==> src/rtl/melee_hit_detector.sv <==
// Melee hit detector: samples the swing offset each frame, builds the weapon hitbox and
// tests it against the boss hitbox. At most one damage pulse is issued per swing.
module melee_hit_detector #(
  parameter int WPN_W          = 32,
  parameter int WPN_H          = 16,
  parameter int BOSS_HW        = 48,
  parameter int BOSS_HH        = 64,
  parameter int MIN_HIT_OFFSET = 20,
  parameter int DAMAGE         = 5
) (
  input  logic        clk,
  input  logic        rst_n,
  input  logic        frame_tick,
  input  logic        alive,
  input  logic [11:0] anim_x_offset,
  input  logic [11:0] char_x,
  input  logic [11:0] char_y,
  input  logic        flip_h,
  input  logic [11:0] boss_x,
  input  logic [11:0] boss_y,
  input  logic        boss_alive,
  output logic        hit_pulse,
  output logic [7:0]  hit_damage,
  output logic        swing_active,
  output logic [7:0]  hit_count
);

  typedef enum logic [1:0] {IDLE, SWING, HIT_DONE} state_t;

  localparam logic [11:0]        MIN_OFF = 12'(MIN_HIT_OFFSET);
  localparam logic signed [13:0] WHW     = 14'(WPN_W / 2);
  localparam logic signed [13:0] WHH     = 14'(WPN_H / 2);
  localparam logic signed [13:0] BHW     = 14'(BOSS_HW);
  localparam logic signed [13:0] BHH     = 14'(BOSS_HH);
  localparam logic [7:0]         DMG     = 8'(DAMAGE);

  state_t state, state_nx;
  logic [11:0] off;
  logic        launch;
  logic        swing_hit;

  logic               s0_v;
  logic signed [13:0] s0_tip, s0_cy, s0_bx, s0_by, tip_nx;
  logic               overlap;
  logic               s1_hit;

  always_comb begin
    off    = anim_x_offset[11] ? '0 : anim_x_offset;
    launch = frame_tick && alive && boss_alive && (off >= MIN_OFF) &&
             ((state == SWING) || ((state == IDLE) && (off != '0)));
    tip_nx = flip_h ? ($signed({2'b00, char_x}) - $signed({2'b00, off}))
                    : ($signed({2'b00, char_x}) + $signed({2'b00, off}));
  end

  always_comb begin
    overlap = ((s0_tip - WHW) <= (s0_bx + BHW)) &&
              ((s0_tip + WHW) >= (s0_bx - BHW)) &&
              ((s0_cy  - WHH) <= (s0_by + BHH)) &&
              ((s0_cy  + WHH) >= (s0_by - BHH));
  end

  always_comb begin
    state_nx = state;
    if (frame_tick) begin
      case (state)
        IDLE:     if (off != '0 && alive) state_nx = SWING;
        SWING:    if (off == '0 || !alive) state_nx = IDLE;
                  else if (swing_hit)      state_nx = HIT_DONE;
        HIT_DONE: if (off == '0 || !alive) state_nx = IDLE;
        default:  state_nx = IDLE;
      endcase
    end
    swing_active = (state != IDLE);
  end

  always_ff @(posedge clk) begin
    if (!rst_n) state <= IDLE;
    else        state <= state_nx;
  end

  always_ff @(posedge clk) begin
    if (!rst_n) begin
      s0_v   <= 1'b0;
      s0_tip <= '0;
      s0_cy  <= '0;
      s0_bx  <= '0;
      s0_by  <= '0;
      s1_hit <= 1'b0;
    end else begin
      s0_v <= launch;
      if (launch) begin
        s0_tip <= tip_nx;
        s0_cy  <= $signed({2'b00, char_y});
        s0_bx  <= $signed({2'b00, boss_x});
        s0_by  <= $signed({2'b00, boss_y});
      end
      s1_hit <= s0_v && overlap;
    end
  end

  // Samples keep launching while SWING waits for the next tick; swing_hit
  // suppresses any follow-up pulse until the FSM has passed through IDLE.
  always_ff @(posedge clk) begin
    if (!rst_n) begin
      hit_pulse  <= 1'b0;
      hit_damage <= '0;
      hit_count  <= '0;
      swing_hit  <= 1'b0;
    end else begin
      hit_pulse  <= 1'b0;
      hit_damage <= '0;
      if (state == IDLE) swing_hit <= 1'b0;
      if (s1_hit && !swing_hit) begin
        hit_pulse  <= 1'b1;
        hit_damage <= DMG;
        swing_hit  <= 1'b1;
        if (hit_count != '1) hit_count <= hit_count + 8'd1;
      end
    end
  end

endmodule
==> config.mk <==
export PLATFORM = sky130hd
export DESIGN_NAME = melee_hit_detector
export DESIGN_NICKNAME = d
export VERILOG_FILES = /design/src/rtl/melee_hit_detector.sv
export SDC_FILE = /design/constraint.sdc
export NUM_CORES = 1
export LEC_CHECK = 0
export CORE_MARGIN = 10
export CORE_UTILIZATION = 60
export CTS_BUF_LIST = sky130_fd_sc_hd__clkbuf_4
export CTS_CLUSTER_DIAMETER = 100
export DETAILED_ROUTE_END_ITERATION = 8
export GPL_ROUTABILITY_DRIVEN = 0
export MAX_ROUTING_LAYER = met4
export PLACE_DENSITY = 0.87
export SETUP_SLACK_MARGIN = 0.1
export SYNTH_ARGS = -nofsm -noshare
export SYNTH_HDL_FRONTEND = slang
export SYNTH_SLANG_ARGS = --single-unit
==> constraint.sdc <==
create_clock -name clk -period 5.59 [get_ports clk]
set_input_delay 1.118 -clock clk [delete_from_list [all_inputs] [get_ports clk]]
set_output_delay 1.118 -clock clk [all_outputs]
set_load 0.005 [all_outputs]
# After elaboration in Yosys (flattened, before gate mapping)
# Index checks and enable logic that the tools add are counted.
# op_classes
add_sub_neg	11
n_mul	0
div_mod_pow	0
n_lt_le_gt_ge	5
eq_ne	6
n_shift	0
mux	11
bitwise_logic	0
reduce_logical	22
# op_table
cell	n
14-bit by 13-bit >= comparator with 1-bit output	2
14-bit by 6-bit adder with 14-bit output (second input constant)	1
13-bit by 14-bit less-or-equal comparator with 1-bit output	1
14-bit less-or-equal comparator	1
14-bit two-way mux	1
14-bit by 6-bit subtractor with 14-bit output (second input constant)	1
12-bit by 11-bit adder with 13-bit output	1
12-bit by 4-bit adder with 13-bit output (second input constant)	1
12-bit by 6-bit adder with 13-bit output (second input constant)	1
12-bit by 7-bit adder with 13-bit output (second input constant)	1
12-bit by 11-bit subtractor with 13-bit output	1
12-bit by 4-bit subtractor with 13-bit output (second input constant)	1
12-bit by 6-bit subtractor with 13-bit output (second input constant)	1
12-bit by 7-bit subtractor with 13-bit output (second input constant)	1
12-bit logical NOT	1
12-bit nonzero test	1
11-bit by 5-bit >= comparator with 1-bit output (second input constant)	1
1-bit logical AND	11
11-bit two-way mux	1
8-bit by 1-bit adder with 8-bit output (second input constant)	1
2-bit two-way mux	4
8-bit inequality test (second input constant)	1
2-bit case mux with 3 select lines	1
2-bit inequality test (second input constant)	2
other kinds (11)	16
# totals
reg_bits	72
latchBits	0
mem_bits_rw	0
rom_bits	0
n_memories	0

# Depth between registers and ports, before layout
# Gate-level depths: netlist of the first run.
# logic_depth
word_depth	6
ltp_mapped	12
depth_no_buf	12

# Least setup slack after synthesis of the first run
# Ideal clock, no wire load.
# synth_path
path_type	input to register
startpoint	input anim_x_offset[11]
endpoint	register s0_tip[10]
setup_ns	0.070
t_arrival_ns	3.166
required_time_ns	5.520
setup_slack_ns	2.353
cell_stages	12
path_buffers	1
path_cell_list	buf_2 -> nor2b_1 -> ha_1 -> inv_1 -> fa_1 -> o21ba_1 -> nor4_1 -> o21ai_1 -> o21ai_1 -> and4_1 -> o21ai_1 -> a21oi_1
# synth_via
elab_chain_len	5
word_cells_on_any_way	10
cone_classes	add/sub: 2; order compare: 1; mux: 2; reduce/logical: 5
# synth_rtl
element	line_no	source
start: declaration	15	input logic [11:0] anim_x_offset,
11-bit two-way mux (*)	48	off = anim_x_offset[11] ? '0 : anim_x_offset;
parallel branches: the longest is 4 deep, another holds 12-bit by 11-bit adder with 13-bit output	n/a	
end signal: assignment	92	s0_tip <= tip_nx;
end: declaration	43	logic signed [13:0] s0_tip, s0_cy, s0_bx, s0_by, tip_nx;
# Mark *: on every way between the ends.
# A chain may end at the register's enable or synchronous reset.

# Final worst setup path of the first run
# Same ends and word-level chain as after synthesis.

==> results of run 1 <==
==> power by group <==
part / total (mW) / switching, mW / internal, mW
Sequential: 0.484 / 0.0170 / 0.467
Combinational: 0.333 / 0.173 / 0.160
Clock: 0.331 / 0.192 / 0.140
Total: 1.15 / 0.381 / 0.767
==> synthesized netlist by cell type (3+ instances only) <==
cell type	instances
sky130_fd_sc_hd__a2111oi_0	3
sky130_fd_sc_hd__a211oi_1	12
sky130_fd_sc_hd__a21o_1	5
sky130_fd_sc_hd__a21oi_1	71
sky130_fd_sc_hd__and3_1	10
sky130_fd_sc_hd__buf_2	11
sky130_fd_sc_hd__buf_4	8
sky130_fd_sc_hd__clkbuf_1	25
sky130_fd_sc_hd__dfxtp_1	64
sky130_fd_sc_hd__ha_1	73
sky130_fd_sc_hd__inv_1	43
sky130_fd_sc_hd__nand2_1	108
sky130_fd_sc_hd__nand2b_1	14
sky130_fd_sc_hd__nand3_1	30
sky130_fd_sc_hd__nand3b_1	4
sky130_fd_sc_hd__nand4_1	5
sky130_fd_sc_hd__nor2_1	49
sky130_fd_sc_hd__nor2b_1	6
sky130_fd_sc_hd__nor3_1	13
sky130_fd_sc_hd__nor3b_1	3
sky130_fd_sc_hd__nor4_1	5
sky130_fd_sc_hd__o211ai_1	4
sky130_fd_sc_hd__o21a_1	3
sky130_fd_sc_hd__o21ai_0	23
sky130_fd_sc_hd__o21ai_1	7
sky130_fd_sc_hd__o21bai_1	4
sky130_fd_sc_hd__or3_1	3
sky130_fd_sc_hd__xnor2_1	32
sky130_fd_sc_hd__xor2_1	31
==> metrics by stage <==
step	hold slack [ns]	cell area [um^2]	utilization, %	instances
floorplan	0.436	5530	-	728
global placement	0.445	6210	70.1	867
detailed placement	0.446	6210	70.1	867
CTS	0.460	6350	71.8	883
global route	0.478	6360	71.8	884
finish	0.465	6360	71.8	884
==> flip-flops by register name (all words and copies together) (netlist names) <==
name	cells
s1_hit	1
hit_damage	1
state	2
s0_tip	14
swing_hit	1
s0_by	12
hit_count	8
s0_v	1
s0_bx	12
s0_cy	12
==> per-layer routing <==
| layer | vias to the layer above | share of wire (%) | track usage [%] |
|---|---|---|---|
| met1 | 2343 | 44 | 25.4 |
| li1 | 2584 | - | - |
| met3 | 24 | 4.0 | 3.51 |
| met4 | 0 | 1.9 | 7.17 |
| met2 | 139 | 50 | 36.6 |
| met5 | - | 0 | - |
==> final timing paths <==
path / end / slack (ns) / cells past startpoint
setup / recovery: s0_tip[10]$_SDFFE_PN0P_ / 1.87 / 12
hold / removal: s0_bx[2]$_SDFFE_PN0P_ / 0.47 / 2
setup reg to reg: s1_hit$_SDFF_PN0_ / 2.74 / 11
hold reg to reg: s0_bx[2]$_SDFFE_PN0P_ / 0.47 / 2
==> critical path: cells and delay by family <==
family                   cells  cell delay, ns
AND/OR/NAND/NOR              3            0.81
buffers and inverters        2            0.63
AO/OA/AOI/OAI                5            0.84
adder cells (fa/ha/maj)      2            0.67
==> logic make-up after synthesis <==
kind of cell    share of synthesized area, %
compound gates                          18.9
xor+xnor                                10.0
other cells                           0.0680
simple gates                            22.8
mux                                    0.363
buf+inv                                 7.31
flops                                   23.2
fa+ha+maj                               17.3
==> layout make-up <==
cell class / count / area [um^2] / share of cell area [%]
multi-input cells: 573 / 3850 / 60.5
inverters: 44 / 165 / 2.60
repair buffers: 78 / 778 / 12.2
well taps: 108 / 135 / 2.13
flip-flops and latches: 64 / 1280 / 20.2
clock buffers: 9 / 67.6 / 1.06
clock inverters: 7 / 78.8 / 1.24
diodes: 1 / 2.50 / 0.0394
==> impl_results.html, run 1 <==
<table>
<tr><th>Metric</th><th>Value</th></tr>
<tr><th colspan="2">Floorplanning</th></tr>
<tr><td>CORE AREA</td><td>0.00885 mm^2</td></tr>
<tr><td>Die H</td><td>116 um</td></tr>
<tr><td>Starting density of the core</td><td>62.3%</td></tr>
<tr><td>FP Rows</td><td>34</td></tr>
<tr><td>I/O pin cnt</td><td>84</td></tr>
<tr><td>Die Wd</td><td>116 um</td></tr>
<tr><td>Die Footprint</td><td>0.0134 mm^2</td></tr>
<tr><th colspan="2">STA</th></tr>
<tr><td>Share of the clock period used by the worst path after layout</td><td>66.6%</td></tr>
<tr><td>Smallest setup slack after layout</td><td>1.87 ns</td></tr>
<tr><td>Slew Limit Fails</td><td>0</td></tr>
<tr><td>Final critical path time including I/O delays and setup</td><td>3.72 ns</td></tr>
<tr><td>RSZ-0062 raised after global routing</td><td>no</td></tr>
<tr><td>Upper clock frequency limit</td><td>269 MHz</td></tr>
<tr><td>Setup-violating endpoint count in the final report</td><td>0</td></tr>
<tr><td>Final Hold Viols</td><td>0</td></tr>
<tr><td>Total negative setup slack</td><td>0 ns</td></tr>
<tr><td>Slew at the pin with the worst max-slew slack</td><td>1.07 ns</td></tr>
<tr><td>Worst rel slew slack</td><td>28.5%</td></tr>
<tr><td>Post-route clock skew</td><td>0.0188 ns</td></tr>
<tr><th colspan="2">Synth</th></tr>
<tr><td>Number of synthesized flops with an enable pin</td><td>0</td></tr>
<tr><td>Fraction of the yosys area taken by sequential cells</td><td>23.2%</td></tr>
<tr><td>Mean cell area of the mapped netlist</td><td>7.62 um^2</td></tr>
<tr><td>Number of register bits inferred by synthesis</td><td>64</td></tr>
<tr><td>Top cells by area in the synthesized netlist</td><td>sky130_fd_sc_hd__dfxtp_1 (23%), sky130_fd_sc_hd__ha_1 (17%), sky130_fd_sc_hd__nand2_1 (7.4%)</td></tr>
<tr><td>Number of instances in the synthesized netlist</td><td>723</td></tr>
<tr><td>Top-area cell type share of the netlist area</td><td>23.2%</td></tr>
<tr><td>Async set or reset register ratio after synthesis</td><td>0%</td></tr>
<tr><td>Warnings, synthesis</td><td>0</td></tr>
<tr><td>Cell taking the most area after synthesis</td><td>sky130_fd_sc_hd__dfxtp_1</td></tr>
<tr><td>Post-synth top flop</td><td>sky130_fd_sc_hd__dfxtp_1</td></tr>
<tr><td>Synthesized area</td><td>0.00551 mm^2</td></tr>
<tr><td>Yosys cell types</td><td>72</td></tr>
<tr><th colspan="2">Run status</th></tr>
<tr><td>Run status</td><td>finished clean</td></tr>
<tr><th colspan="2">Placement</th></tr>
<tr><td>Quantity of I/O buffers inserted on ports</td><td>77</td></tr>
<tr><td>Setup slack after placement</td><td>1.49 ns</td></tr>
<tr><td>Post-detail-place hpwl</td><td>10900 um</td></tr>
<tr><th colspan="2">Clock tree</th></tr>
<tr><td>Root buffer cell</td><td>sky130_fd_sc_hd__clkbuf_4</td></tr>
<tr><td>Clock H-tree levels</td><td>3</td></tr>
<tr><td>Cts-stage hold buffer count</td><td>0</td></tr>
<tr><td>Setup bufs post-CTS</td><td>0</td></tr>
<tr><td>Later-pin clock latency in the skew report</td><td>0.44 ns</td></tr>
<tr><td>Maximum buffer depth of the clock tree</td><td>2</td></tr>
<tr><td>TritonCTS clock tree</td><td>done</td></tr>
<tr><td>Num CTS Buffers</td><td>9</td></tr>
<tr><td>Clock-pin slew of the registers on the worst-case setup and hold paths</td><td>0.11 ns</td></tr>
<tr><td>Number of resized instances in the post-cts repair step</td><td>0</td></tr>
<tr><td>Number of clock sinks</td><td>64</td></tr>
<tr><th colspan="2">Setup path</th></tr>
<tr><td>Maximum fanout along the worst path</td><td>12</td></tr>
<tr><td>Slowest CP cell</td><td>sky130_fd_sc_hd__clkdlybuf4s50_1</td></tr>
<tr><td>Startpoint kind of the worst setup timing path</td><td>input port</td></tr>
<tr><td>Crit Path Category</td><td>in2reg</td></tr>
<tr><td>Beginning of the critical path</td><td>anim_x_offset[11]</td></tr>
<tr><td>Critical R2R Launch</td><td>s0_bx[4]$_SDFFE_PN0P_</td></tr>
<tr><td>Most repeated library cell on the critical path</td><td>sky130_fd_sc_hd__o21ai_1</td></tr>
<tr><td>Element type at the critical path end</td><td>flop</td></tr>
<tr><td>CP arrival</td><td>4.06 ns</td></tr>
<tr><td>Critical path cell sequence</td><td>clkdlybuf4s50_1 -&gt; nor2b_1 -&gt; ha_1 -&gt; inv_1 -&gt; fa_1 -&gt; o21ba_1 -&gt; nor4_1 -&gt; o21ai_1 -&gt; o21ai_1 -&gt; and4_1 -&gt; o21ai_1 -&gt; a21oi_1</td></tr>
<tr><td>Required time of the critical path</td><td>5.93 ns</td></tr>
<tr><td>Max incr delay on CP</td><td>0.56 ns</td></tr>
<tr><th colspan="2">Detailed routing</th></tr>
<tr><td>Via count of the routed design</td><td>5090</td></tr>
<tr><td>Number of DRC violations after detailed routing</td><td>0</td></tr>
<tr><td>Overall routed net length</td><td>13800 um</td></tr>
<tr><td>DR vias/cell</td><td>5.76</td></tr>
<tr><td>Length of the first detailed-routing pass in iterations</td><td>4</td></tr>
<tr><td>Routed wire per std cell</td><td>15.6 um</td></tr>
<tr><td>Detailed router's first-iteration violation count</td><td>347</td></tr>
<tr><td>ANT nets after route</td><td>0</td></tr>
<tr><th colspan="2">Hold path</th></tr>
<tr><td>Origin of the worst min-delay path</td><td>s0_bx[2]$_SDFFE_PN0P_</td></tr>
<tr><td>Class of the tightest hold or removal check</td><td>reg2reg</td></tr>
<tr><th colspan="2">Layout</th></tr>
<tr><td>Final nets</td><td>911</td></tr>
<tr><td>Filler instances</td><td>730</td></tr>
<tr><td>Commonest cells after routing, fill and taps aside</td><td>sky130_fd_sc_hd__nand2_1 (108), sky130_fd_sc_hd__clkdlybuf4s50_1 (77), sky130_fd_sc_hd__ha_1 (73)</td></tr>
<tr><td>Ratio of cells with drive above 1 in the final layout</td><td>4.26%</td></tr>
<tr><td>Area added between synthesis and finish</td><td>15.3%</td></tr>
<tr><td>Commonest non-fill, non-tap cell in the layout</td><td>sky130_fd_sc_hd__nand2_1</td></tr>
<tr><th colspan="2">Flow run</th></tr>
<tr><td>Reported max-cap violation count</td><td>0</td></tr>
<tr><th colspan="2">Global route</th></tr>
<tr><td>Largest net degree at the start of global routing</td><td>60</td></tr>
<tr><td>Antenna violations before repair</td><td>1</td></tr>
<tr><td>Aggregate global routing overflow</td><td>0</td></tr>
<tr><td>Number of global-route vias before repair</td><td>5152</td></tr>
<tr><td>Overall global routing resource usage</td><td>21.6%</td></tr>
<tr><td>Global-route wire length before repair</td><td>23600 um</td></tr>
<tr><th colspan="2">Power</th></tr>
<tr><td>Leakage dissipation</td><td>2.58 nW</td></tr>
<tr><td>Tot Pwr</td><td>1.15 mW</td></tr>
<tr><td>Largest vdd supply drop</td><td>0.0996 mV</td></tr>
<tr><td>PwrDens</td><td>181 mW/mm^2</td></tr>
</table>
Power figures use the tool's default switching activity.
==> run 2: changes to the inputs <==
- CORE_UTILIZATION: 60 -> 57
- PLACE_DENSITY: 0.87 -> 0.84
- clock period: 5.59 -> 3.46 ns (I/O delays scaled with it)
==> impl_results.html, run 2 (same netlist as run 1, synthesis figures left out) <==
<table>
<tr><th>Metric</th><th>Value</th></tr>
<tr><th colspan="2">Setup path</th></tr>
<tr><td>Crit Path Category</td><td>in2reg</td></tr>
<tr><td>Number of cells on the worst reg-to-reg path</td><td>11 (unchanged)</td></tr>
<tr><td>Element type at the critical path end</td><td>flop</td></tr>
<tr><td>Beginning of the critical path</td><td>anim_x_offset[11]</td></tr>
<tr><td>Internal reg-to-reg setup slack</td><td>0.60 ns (-2.14 ns)</td></tr>
<tr><td>Worst reg2reg endpoint</td><td>s1_hit$_SDFF_PN0_</td></tr>
<tr><td>Critical R2R Launch</td><td>s0_bx[4]$_SDFFE_PN0P_</td></tr>
<tr><td>Maximum fanout along the worst path</td><td>5 (-7)</td></tr>
<tr><td>Startpoint kind of the worst setup timing path</td><td>input port</td></tr>
<tr><td>CP arrival</td><td>3.34 ns (-0.72 ns)</td></tr>
<tr><td>Required time of the critical path</td><td>3.82 ns (-2.11 ns)</td></tr>
<tr><td>Endpoint of the worst setup timing path</td><td>s0_tip[10]$_SDFFE_PN0P_</td></tr>
<tr><th colspan="2">Layout</th></tr>
<tr><td>Commonest cells after routing, fill and taps aside</td><td>sky130_fd_sc_hd__nand2_1 (108), sky130_fd_sc_hd__clkdlybuf4s50_1 (77), sky130_fd_sc_hd__ha_1 (73)</td></tr>
<tr><td>Number of antenna diodes</td><td>0 (-1)</td></tr>
<tr><td>Filler instances</td><td>784 (+7.4%)</td></tr>
<tr><td>Commonest non-fill, non-tap cell in the layout</td><td>sky130_fd_sc_hd__nand2_1</td></tr>
<tr><td>Area taken by flip-flops and latches</td><td>0.00128 mm^2 (unchanged)</td></tr>
<tr><td>Area used by multi-input combinational logic</td><td>0.00385 mm^2 (unchanged)</td></tr>
<tr><td>Area added between synthesis and finish</td><td>17.3%</td></tr>
<tr><td>Ratio of cells with drive above 1 in the final layout</td><td>5.24% (+0.98 points)</td></tr>
<tr><td>Number of flip-flops in the largest register</td><td>14 (unchanged)</td></tr>
<tr><td>Register ranked first by flip-flop count</td><td>s0_tip</td></tr>
<tr><td>Final nets</td><td>919 (+0.88%)</td></tr>
<tr><th colspan="2">STA</th></tr>
<tr><td>Final critical path time including I/O delays and setup</td><td>2.98 ns</td></tr>
<tr><td>Upper clock frequency limit</td><td>335 MHz</td></tr>
<tr><td>Slew at the pin with the worst max-slew slack</td><td>0.703 ns (-0.367 ns)</td></tr>
<tr><td>Smallest setup slack after layout</td><td>0.479 ns (-1.39 ns)</td></tr>
<tr><td>Slew Limit Fails</td><td>0 (unchanged)</td></tr>
<tr><td>Post-route clock skew</td><td>0.0213 ns (+0.00251 ns)</td></tr>
<tr><td>Total negative setup slack</td><td>0 ns (unchanged)</td></tr>
<tr><td>Worst rel slew slack</td><td>53.0% (+25 points)</td></tr>
<tr><td>Final Hold Viols</td><td>0 (unchanged)</td></tr>
<tr><td>RSZ-0062 raised after global routing</td><td>no</td></tr>
<tr><td>Share of the clock period used by the worst path after layout</td><td>86.1%</td></tr>
<tr><td>Setup-violating endpoint count in the final report</td><td>0 (unchanged)</td></tr>
<tr><th colspan="2">Detailed routing</th></tr>
<tr><td>Overall routed net length</td><td>13600 um (-0.86%)</td></tr>
<tr><td>Number of DRC violations after detailed routing</td><td>0 (unchanged)</td></tr>
<tr><td>Detailed router's first-iteration violation count</td><td>349 (+0.58%)</td></tr>
<tr><td>DR vias/cell</td><td>5.64 (-2.1%)</td></tr>
<tr><td>Via count of the routed design</td><td>5141 (+1.0%)</td></tr>
<tr><td>Length of the first detailed-routing pass in iterations</td><td>4 (unchanged)</td></tr>
<tr><td>ANT nets after route</td><td>0 (unchanged)</td></tr>
<tr><td>Routed wire per std cell</td><td>15.0 um (-3.9%)</td></tr>
<tr><th colspan="2">Clock tree</th></tr>
<tr><td>Num CTS Buffers</td><td>9 (unchanged)</td></tr>
<tr><td>Number of clock sinks</td><td>64 (unchanged)</td></tr>
<tr><td>Later-pin clock latency in the skew report</td><td>0.44 ns (about the same)</td></tr>
<tr><td>Cts-stage hold buffer count</td><td>0 (unchanged)</td></tr>
<tr><td>TritonCTS clock tree</td><td>done</td></tr>
<tr><td>Setup bufs post-CTS</td><td>0 (unchanged)</td></tr>
<tr><td>Clock-pin slew of the registers on the worst-case setup and hold paths</td><td>0.12 ns (about the same)</td></tr>
<tr><td>Number of resized instances in the post-cts repair step</td><td>0 (unchanged)</td></tr>
<tr><td>Root buffer cell</td><td>sky130_fd_sc_hd__clkbuf_4</td></tr>
<tr><td>Maximum buffer depth of the clock tree</td><td>2 (unchanged)</td></tr>
<tr><td>Clock H-tree levels</td><td>3 (unchanged)</td></tr>
<tr><th colspan="2">Floorplanning</th></tr>
<tr><td>Die Wd</td><td>118 um (+2.1%)</td></tr>
<tr><td>Die H</td><td>118 um (+2.1%)</td></tr>
<tr><td>Die Footprint</td><td>0.0140 mm^2 (+4.3%)</td></tr>
<tr><td>FP Rows</td><td>35 (+2.9%)</td></tr>
<tr><td>Starting density of the core</td><td>59.1% (-3.2 points)</td></tr>
<tr><td>CORE AREA</td><td>0.00933 mm^2 (+5.4%)</td></tr>
<tr><td>I/O pin cnt</td><td>84 (unchanged)</td></tr>
<tr><th colspan="2">Hold path</th></tr>
<tr><td>Cells on Worst Hold Path</td><td>2 (unchanged)</td></tr>
<tr><td>Class of the tightest hold or removal check</td><td>reg2reg</td></tr>
<tr><th colspan="2">Power</th></tr>
<tr><td>Largest vdd supply drop</td><td>0.154 mV (+54%)</td></tr>
<tr><td>Leakage dissipation</td><td>2.64 nW (+2.3%)</td></tr>
<tr><td>PwrDens</td><td>301 mW/mm^2 (+67%)</td></tr>
<tr><th colspan="2">Run status</th></tr>
<tr><td>Run status</td><td>finished clean</td></tr>
<tr><th colspan="2">Global route</th></tr>
<tr><td>Antenna violations before repair</td><td>0 (-1)</td></tr>
<tr><td>Aggregate global routing overflow</td><td>0 (unchanged)</td></tr>
<tr><td>Global-route wire length before repair</td><td>23200 um (-1.5%)</td></tr>
<tr><td>Largest net degree at the start of global routing</td><td>43 (-28%)</td></tr>
<tr><td>Overall global routing resource usage</td><td>19.6% (-2.0 points)</td></tr>
<tr><td>Number of global-route vias before repair</td><td>5063 (-1.7%)</td></tr>
<tr><th colspan="2">Flow run</th></tr>
<tr><td>Reported max-cap violation count</td><td>0 (unchanged)</td></tr>
<tr><th colspan="2">Placement</th></tr>
<tr><td>Setup slack after placement</td><td>0.0589 ns (-1.43 ns)</td></tr>
<tr><td>Post-detail-place hpwl</td><td>10800 um (-0.33%)</td></tr>
<tr><td>Quantity of I/O buffers inserted on ports</td><td>77 (unchanged)</td></tr>
</table>
run 2: cell types whose count changed in the layout (fill, tap and decap cells not counted), sizes merged:
cell | before | now
buf | 1 | 9
bufinv | 1 | 2
clkinvlp | 3 | 1
diode | 1 | 0
inv | 46 | 47
run 2: worst min-delay path by stage:
stage	startpoint	to
2_1_floorplan	s0_tip[1]$_SDFFE_PN0P_	s0_tip[1]$_SDFFE_PN0P_
3_3_place_gp	s0_bx[1]$_SDFFE_PN0P_	s0_bx[1]$_SDFFE_PN0P_
3_5_place_dp	s0_bx[2]$_SDFFE_PN0P_	s0_bx[2]$_SDFFE_PN0P_
4_1_cts	s0_bx[2]$_SDFFE_PN0P_	s0_bx[2]$_SDFFE_PN0P_
5_1_grt	s0_by[1]$_SDFFE_PN0P_	s0_by[1]$_SDFFE_PN0P_
6_report	s0_bx[2]$_SDFFE_PN0P_	s0_bx[2]$_SDFFE_PN0P_
run 2: routing by layer:
| layer | track usage (%) | vias up | part of all wire (%) |
|---|---|---|---|
| met3 | 3.52 | 24 | 4.8 |
| met2 | 33.1 | 177 | 48 |
| li1 | - | 2587 | - |
| met1 | 23.0 | 2353 | 45 |
| met4 | 6.11 | 0 | 1.9 |
| met5 | - | - | 0 |
run 2: through the flow:
stage,utilization [%],hold WS (ns),total power [mW],std cells,area (um^2)
global route,69.3,0.483,2.05,912,6460
global placement,67.5,0.446,1.31,896,6290
floorplan,-,0.436,1.17,728,5530
finish,69.3,0.463,1.95,912,6460
detailed placement,67.5,0.446,1.33,896,6290
CTS,69.3,0.463,1.95,912,6460
run 2: report_power, final:
part / internal, mW / switching, mW
clock network: 0.301 / 0.319
registers: 0.755 / 0.0273
logic: 0.263 / 0.280
total: 1.32 / 0.627
run 2: cell type report:
type / count / share of cell area, %
multi-input combinational: 573 / 59.5
timing repair buffer: 86 / 13.0
tap: 129 / 2.50
sequential: 64 / 19.8
clock inverter: 7 / 1.59
clock buffer: 9 / 1.05
inverter: 44 / 2.56
run 2: worst max-delay path: stages:
cell and delay, ns:
sky130_fd_sc_hd__clkdlybuf4s50_1 0.48, sky130_fd_sc_hd__nor2b_1 0.23, sky130_fd_sc_hd__ha_1 0.22, sky130_fd_sc_hd__inv_1 0.06, sky130_fd_sc_hd__fa_1 0.38, sky130_fd_sc_hd__o21ba_1 0.19, sky130_fd_sc_hd__nor4_1 0.30, sky130_fd_sc_hd__o21ai_1 0.18
sky130_fd_sc_hd__o21ai_1 0.19, sky130_fd_sc_hd__and4_1 0.22, sky130_fd_sc_hd__o21ai_1 0.06, sky130_fd_sc_hd__a21oi_1 0.16
